===== config.mk =====
export PLATFORM = sky130hd
export DESIGN_NAME = sumador_serial_ctrl
export DESIGN_NICKNAME = d
export VERILOG_FILES = /design/src/rtl/sumador_pkg.sv /design/src/rtl/sumador1bit.sv /design/src/rtl/sumador_serial_ctrl.sv
export SDC_FILE = /design/constraint.sdc
export NUM_CORES = 1
export LEC_CHECK = 0
export CAP_MARGIN = 15
export CORE_MARGIN = 4
export CORE_UTILIZATION = 52
export DETAILED_ROUTE_END_ITERATION = 8
export PLACE_DENSITY = 0.78
export SYNTH_ARGS = -nofsm -noshare
export SYNTH_HDL_FRONTEND = slang
export SYNTH_HIERARCHICAL = 1
export SYNTH_SLANG_ARGS = --single-unit

===== constraint.sdc =====
create_clock -name clk -period 1.81 [get_ports clk]
set_input_delay 0.181 -clock clk [delete_from_list [all_inputs] [get_ports clk]]
set_output_delay 0.181 -clock clk [all_outputs]
set_load 0.03 [all_outputs]

===== src/rtl/sumador_pkg.sv =====
// ----------------------------------------------------------------------------
// sumador_pkg
// Shared definitions for the bit-serial adder family.
//   n_default : default operand width used by sumador_serial_ctrl
//   state_t   : controller states (IDLE, RUN, DONE)
//   cnt_width : width of the bit counter needed to count 0..n-1
// ----------------------------------------------------------------------------
package sumador_pkg;

   localparam int N_DEFAULT = 8;

   typedef enum logic [1:0] {
      IDLE = 2'd0,
      RUN  = 2'd1,
      DONE = 2'd2
   } state_t;

   // A counter for 0..n-1 needs clog2(n) bits. The lower bound of one bit
   // keeps the counter a real vector even for degenerate widths.
   function automatic int cnt_width(input int n);
      if (n < 2) begin
         return 1;
      end
      return $clog2(n);
   endfunction

endpackage


===== src/rtl/sumador1bit.sv =====
// ----------------------------------------------------------------------------
// sumador1bit
// One-bit full adder, purely combinational.
//   a, b, cin : operand bits and incoming carry
//   sum       : a ^ b ^ cin
//   cout      : carry generated (a&b) or propagated (cin & (a^b))
// ----------------------------------------------------------------------------
module sumador1bit (
   input  logic a,
   input  logic b,
   input  logic cin,
   output logic sum,
   output logic cout
);

   // Propagate term is shared between the sum and the carry chain.
   logic prop;

   // Classic generate/propagate formulation of the full adder.
   always_comb begin
      prop = a ^ b;
      sum  = prop ^ cin;
      cout = (a & b) | (cin & prop);
   end

endmodule


===== src/rtl/sumador_serial_ctrl.sv =====
// ----------------------------------------------------------------------------
// sumador_serial_ctrl
// Bit-serial adder: {cout,sum} = a + b + cin, one bit per clock through a
// single full adder. A request is taken in IDLE, RUN processes N bits LSB
// first, and DONE presents the result for exactly one cycle.
//
// Parameters
//   N     : operand width in bits (2..32)
// Ports
//   clk   : clock, all state changes on the rising edge
//   rst_n : asynchronous active-low reset
//   start : request an addition (only looked at in IDLE)
//   a, b  : operands, captured together with start
//   cin   : carry-in, captured together with start
//   sum   : registered result of the last completed addition
//   cout  : registered carry-out of the last completed addition
//   busy  : high while the adder is in RUN
//   done  : one-cycle pulse when sum/cout have just been updated
// ----------------------------------------------------------------------------
module sumador_serial_ctrl
   import sumador_pkg::*;
#(
   parameter int N = N_DEFAULT
) (
   input  logic         clk,
   input  logic         rst_n,
   input  logic         start,
   input  logic [N-1:0] a,
   input  logic [N-1:0] b,
   input  logic         cin,
   output logic [N-1:0] sum,
   output logic         cout,
   output logic         busy,
   output logic         done
);

   localparam int            CW       = cnt_width(N);
   localparam logic [CW-1:0] LAST_BIT = CW'(N - 1);

   state_t          state_q;
   state_t          state_next;

   logic [N-1:0]    a_sr;
   logic [N-1:0]    b_sr;
   logic [N-2:0]    part_sr;
   logic [N-1:0]    part_wide;
   logic            carry_q;
   logic [CW-1:0]   cnt_q;

   logic            fa_sum;
   logic            fa_cout;

   logic            load;
   logic            step;
   logic            finish;

   // The only arithmetic in the design: one full adder fed by the LSBs of
   // the operand shift registers and the stored carry.
   sumador1bit u_fa (
      .a    (a_sr[0]),
      .b    (b_sr[0]),
      .cin  (carry_q),
      .sum  (fa_sum),
      .cout (fa_cout)
   );

   // The partial result only needs N-1 stored bits: the N-th bit is the
   // adder output of the final RUN cycle. Concatenating the live adder bit
   // on top gives the full N-bit value both for shifting and for the final
   // load into sum, so every stored bit eventually reaches the output.
   assign part_wide = {fa_sum, part_sr};

   // Next-state and control decode. load marks the cycle a request is
   // accepted, step marks every RUN cycle, finish marks the last RUN cycle
   // (the one that produces the MSB and the final carry).
   always_comb begin
      state_next = state_q;
      load       = 1'b0;
      step       = 1'b0;
      finish     = 1'b0;
      case (state_q)
         IDLE: begin
            if (start) begin
               load       = 1'b1;
               state_next = RUN;
            end
         end
         RUN: begin
            step = 1'b1;
            if (cnt_q == LAST_BIT) begin
               finish     = 1'b1;
               state_next = DONE;
            end
         end
         DONE: begin
            state_next = IDLE;
         end
         default: begin
            state_next = IDLE;
         end
      endcase
   end

   // State register plus the busy/done flags. The flags are registered from
   // the next state so they line up exactly with RUN and DONE without any
   // combinational path from the inputs.
   always_ff @(posedge clk or negedge rst_n) begin
      if (!rst_n) begin
         state_q <= IDLE;
         busy    <= 1'b0;
         done    <= 1'b0;
      end else begin
         state_q <= state_next;
         busy    <= (state_next == RUN);
         done    <= (state_next == DONE);
      end
   end

   // Datapath registers. On accept the operands and carry are captured and
   // the counter cleared; afterwards the inputs are never looked at again,
   // so changes on a/b/cin during RUN cannot disturb the operation. Each RUN
   // cycle shifts the operands right, pushes the new sum bit in at the top
   // of the partial result and keeps the carry for the next bit. The counter
   // is cleared instead of incremented on the last bit so it never leaves
   // the range 0..N-1.
   always_ff @(posedge clk or negedge rst_n) begin
      if (!rst_n) begin
         a_sr    <= '0;
         b_sr    <= '0;
         part_sr <= '0;
         carry_q <= 1'b0;
         cnt_q   <= '0;
      end else if (load) begin
         a_sr    <= a;
         b_sr    <= b;
         part_sr <= '0;
         carry_q <= cin;
         cnt_q   <= '0;
      end else if (step) begin
         a_sr    <= a_sr >> 1;
         b_sr    <= b_sr >> 1;
         part_sr <= part_wide[N-1:1];
         carry_q <= fa_cout;
         if (finish) begin
            cnt_q <= '0;
         end else begin
            cnt_q <= cnt_q + 1'b1;
         end
      end
   end

   // Result registers change only on the RUN->DONE edge, so the previous
   // result stays visible for the whole of the next operation. A reset in
   // the middle of RUN clears them and the partial work is simply lost.
   always_ff @(posedge clk or negedge rst_n) begin
      if (!rst_n) begin
         sum  <= '0;
         cout <= 1'b0;
      end else if (finish) begin
         sum  <= part_wide;
         cout <= fa_cout;
      end
   end

endmodule


Yosys cells after proc, flatten, opt, wreduce, memory -nomap -nowiden
Cells that the tools add are included.
W data, S select, Z words.
{ "word_totals": {"reg_bits": 40, "latch_bits": 0, "ramBits": 0, "romBits": 0, "elab_cells": 41, "memories": 0} }
{ "op_classes": {"addsub": 1, "n_mul": 0, "div": 0, "order_cmp": 0, "eq_ne": 4, "shifts": 0, "mux": 19, "bitwise_logic": 5, "n_reduce_logical": 2} }
{ "op_table": {"columns": ["operator", "count"], "rows": [
  ["$mux W8", 4],
  ["$mux W7", 2],
  ["$mux W3", 3],
  ["$mux W1", 7],
  ["$eq A2 B1 Y1 const B", 2],
  ["$mux W2", 2],
  ["$pmux W2 S2", 1],
  ["$add A3 B1 Y3 const B", 1],
  ["$eq A3 B3 Y1 const B", 1],
  ["$and A1 B1 Y1", 2],
  ["$eq A2 B2 Y1 const B", 1],
  ["$logic_not A2 Y1", 1],
  ["$reduce_bool A2 Y1", 1],
  ["$xor A1 B1 Y1", 2],
  ["$or A1 B1 Y1", 1]
]} }

Depth between registers and ports, before layout
{ "logic_depth": {"ltp_word": 6, "ltp_mapped": 6, "depth_no_buf": 5} }

Cells and area by module
The synthesis kept the hierarchy.
{ "by_module_without_submodules": {"columns": ["module", "instances", "cells_per_inst", "area_per_inst_um2"], "rows": [
  ["sumador_serial_ctrl", 1, 152, 1778.0],
  ["sumador1bit", 1, 1, 20.0]
]} }

Worst setup path after synthesis
No wires, ideal clock.
{ "synth_path": {"kind": "register -> register", "start": "register cnt_q[0]", "end": "register sum[0]", "t_arrival_ns": 1.263, "setup_slack_ns": 0.422, "path_stages_with_launch": 6, "synth_period_minus_slack_ns": 1.388, "path_cell_list": "dfrtp_1 > ha_1 > ha_1 > nand2_8 > inv_4 > mux2_4"} }
{ "synth_via": {"elab_chain_len": 3} }
{ "synth_lines": {"columns": ["item", "line_no", "text"], "rows": [
  ["from (decl)", "sumador_serial_ctrl.sv:48", "logic [CW-1:0] cnt_q;"],
  ["from (signal assigned)", "sumador_serial_ctrl.sv:147", "cnt_q <= cnt_q + 1'b1;"],
  ["$eq A3 B3 Y1", "sumador_serial_ctrl.sv:90", "if (cnt_q == LAST_BIT) begin"],
  ["$mux W1", "sumador_serial_ctrl.sv:90", null],
  ["$mux W1", "sumador_serial_ctrl.sv:81", "case (state_q)"],
  ["to (signal assigned)", "sumador_serial_ctrl.sv:160", "sum <= part_wide;"],
  ["to (decl)", "sumador_serial_ctrl.sv:31", "output logic [N-1:0] sum,"]
]} }
Every way passes these cells.
A chain may end at the register's enable or synchronous reset.

Worst setup path in the final report
{ "layout_path": {"start": "register cout", "end": "output cout"} }
{ "layout_rtl": {"columns": ["item", "line_no", "text"], "rows": [
  ["from (decl)", "sumador_serial_ctrl.sv:32", "output logic cout,"],
  ["from (signal assigned)", "sumador_serial_ctrl.sv:161", "cout <= fa_cout;"]
]} }
No word-level cell between the ends.

==> reports/qor.csv <==
stage;metric;value;unit
outcome;outcome;finished, final reports clean;
detailed_routing;initial DRC count;50;
placement;dpl ws;0.245;ns
synth;mean post-synth cell area;11.8;um2
timing;fin. max-slew vios;0;
synth;Post-Syn Area;1800;um2
synth;top post-synthesis cells by area;dfrtp_1 (56%), nor3_1 (10%), mux2_4 (7.5%);
timing;Rel. slew slack;0.678;
worst_hold_path;hold path cells;3;
power_and_ir_drop;Pint;0.00247;W
synth;post-synthesis mux area share;0.0870;
timing;final setup skew;0.00673;ns
grt;first-pass GRT wire length;5800;um
worst_setup_path;Worst EP required;1.63;ns
floorplan;# IOs;31;
timing;RSZ-0062 raised after global routing;false;
synth;syn_nets;176;
floorplan;# rows;21;
placement;gpl congestion;0.798;
synth;synthesized flop and latch total;40;
clock_network;Clock Pin Slew Worst Setup and Hold Paths;0.12;ns
timing;final cycle utilization of the critical path;0.906;
finish;fin nets;207;
clock_network;Post-CTS Setup Inserts;0;
worst_setup_path;R2R Setup Slk;0.32;ns
power_and_ir_drop;sw frac;0.381;
detailed_routing;DR WL/cell;15.0;um
clock_network;Root Buffer;clkbuf_4;
synth;cell accounting for the most synthesized area;dfrtp_1;
clock_network;worst skew pair latency;0.35;ns
detailed_routing;Total Wirelength;3460;um
worst_setup_path;crit path DAT;1.46;ns
run;Max-Cap Viols;0;
detailed_routing;DRC Markers;0;
power_and_ir_drop;sequential cell fraction of total power;0.405;
floorplan;Initial Util;0.539;
placement;DPL Wire Length;2500;um
grt;GRT overflow;0;
worst_setup_path;CP startpoint kind;flop;
timing;worst setup margin;0.171;ns
synth;Post-synth EDFFs;0;
finish;design area;2200;um2
floorplan;die area;4460;um2
synth;post-synthesis xor/xnor area fraction;0;
grt;vias in the first global route;1256;
placement;Port Buffers;30;
synth;Top FF cell, synth;dfrtp_1;
detailed_routing;via count;1310;
synth;Synth Area in Compound Gates;0.122;
clock_network;TritonCTS buffer count;5;
synth;Synth Area in Simple Gates;0.157;
power_and_ir_drop;Switch Pwr;0.00152;W
timing;Fmax;610;MHz
clock_network;Max Buffers Root-to-Sink;2;
clock_network;TritonCTS clock tree;yes;
worst_setup_path;nature of the critical path endpoint;output port;
synth;sequential-to-total area share from yosys stat;0.557;
timing;Final Hold Vio Count;0;
synth;Yosys warnings;6;
worst_hold_path;Hold Startpoint;a[7];
synth;cells after synthesis;153;
finish;Layout area overhead;22.2;%
worst_setup_path;path depth of the worst reg2reg path;4;
placement;DP Area;2110;um2
clock_network;cts hold-fix bufs;1;
power_and_ir_drop;Leakage;0.958;nW
floorplan;Core ar.;3340;um2
grt;largest net degree at the start of global routing;41;
finish;proportion of layout cells with a drive suffix above 1;0.162;
worst_setup_path;Worst Path Buf+Inv;1;
worst_hold_path;worst hold endpoint;a_sr[7]$_DFFE_PN0P_;
timing;WHS;0.354;ns
timing;min Tclk post-route;1.64;ns
detailed_routing;DRT antenna net count;0;
timing;Setup-failing EPs final;0;
detailed_routing;Pre-antenna DRT Iters;4;
worst_setup_path;crit-path max cell delay;0.71;ns
grt;antenna violations before repair;0;
timing;Post-Route Setup TNS;0;ns
detailed_routing;Via density;5.67;
grt;GRT Util Overall;0.177;
synth;post-synth cell types;28;
power_and_ir_drop;clock power share;0.146;
worst_hold_path;Min-Delay Path Class;in -> reg;
clock_network;H-Tree Depth;2;
power_and_ir_drop;part of the power in combinational logic;0.449;
synth;largest family of logic cells by synthesized area;simple AND/OR/NAND/NOR gates;
finish;# diodes;0;
floorplan;die height;66.8;um
synth;asr flop ratio synth;1.00;
clock_network;Gates resized, CTS repair;0;
worst_setup_path;crit path kind;reg -> out;
synth;Post-Synth Adder-Cell Area;0.0251;
floorplan;Die Wd;66.8;um
synth;Yosys top cell area share;0.557;
worst_setup_path;reg2reg start;state_q[1]$_DFF_PN0_;
worst_setup_path;CP top delay family;buffers and inverters;
clock_network;clk sinks;40;
worst_setup_path;CP max FO;2;
timing;Slew @ Worst Pin;0.483;ns
worst_setup_path;FF-to-FF End;b_sr[4]$_DFFE_PN0P_;
worst_setup_path;critical path, cell by cell;clkdlybuf4s50_1;
power_and_ir_drop;maximum VDD drop;0.000769;V
power_and_ir_drop;PwrDens;1810;nW/um2
worst_setup_path;critical path's slowest cell;clkdlybuf4s50_1;
how the worst max path moves through the flow:
stage,startpoint,slack [ns],depth (start not counted),endpoint
global placement,start,0.30,4,cnt_q[0]$_DFFE_PN0P_
CTS,cout$_DFFE_PN0P_,0.17,1,cout
detailed placement,start,0.24,4,cnt_q[0]$_DFFE_PN0P_
global route,cout$_DFFE_PN0P_,0.12,1,cout
floorplan,cnt_q[0]$_DFFE_PN0P_,0.42,5,sum[0]$_DFFE_PN0P_
finish,cout$_DFFE_PN0P_,0.17,1,cout
power groups by stage:
stage,registers (W),logic (W),clock network [W]
floorplan,0.00175,0.00120,0
global placement,0.00160,0.00172,0
detailed placement,0.00163,0.00181,0
CTS,0.00162,0.00181,0.000582
finish,0.00162,0.00179,0.000582
global route,0.00167,0.00197,0.000626
sequential cells by signal, summed over array words and instances, names as in the netlist:
name and count:
cnt_q 3, b_sr 8, done 1, carry_q 1, sum 8, state_q 2, a_sr 8, busy 1
part_sr 7, cout 1
cells by family after synthesis:
family,Yosys count
multiplexers,11
adder cells (fa/ha/maj),3
AND/OR/NAND/NOR,52
AO/OA/AOI/OAI,31
buffers and inverters,16
flip-flops,40
area by class of cell:
type | instances | area, um2
fillers | 265 | 1140
flip-flops and latches | 40 | 1000
multi-input cells | 97 | 702
repair buffers | 36 | 343
well taps | 46 | 57.6
clock buffers | 6 | 41.3
clock inverters | 2 | 35.0
inverters | 4 | 17.5
cells in the final DEF (no fill, tap or decap), types with 2 or more instances in the layout:
cell type        count
nor2_1               7
dfrtp_1             40
nor3_1              36
o21ai_0              2
o21ai_1              2
o22ai_1             15
a22o_1               9
ha_1                 2
buf_4                5
nand2_1              2
o32ai_1              3
inv_2                2
clkdlybuf4s50_1     29
clkbuf_4             5
mux2_4               9
worst reg2reg max path: cells and delay by family, from the launching register on:
kind | cells | cell delay, ns
AOI/OAI and AO/OA | 1 | 0.10
buffers and inverters | 1 | 0.23
DFF | 1 | 0.57
and+or+nand+nor | 2 | 0.52
cell usage after synthesis (3+ instances only):
| library cell | n |
|---|---|
| buf_2 | 5 |
| buf_4 | 3 |
| nor3_1 | 36 |
| nor2_1 | 7 |
| mux2_4 | 9 |
| dfrtp_1 | 40 |
| o22ai_1 | 15 |
| a22o_1 | 9 |
| o32ai_1 | 3 |
metal layers:
layer | GRT usage | routed length [um] | part of all wire | vias up
li1 | - | - | - | 626
met2 | 0.282 | 1720 | 0.50 | 42
met5 | 0 | 0 | 0 | -
met4 | 0.0609 | 51 | 0.015 | 0
met1 | 0.225 | 1520 | 0.44 | 636
met3 | 0.0573 | 172 | 0.050 | 6
per-stage QoR:
step,util,cells,total power [W]
2_1_floorplan,-,153,0.00295
3_3_place_gp,0.633,222,0.00332
3_5_place_dp,0.633,222,0.00344
4_1_cts,0.658,231,0.00401
5_1_grt,0.658,231,0.00427
6_report,0.658,231,0.00399
Power figures use the tool's default switching activity.
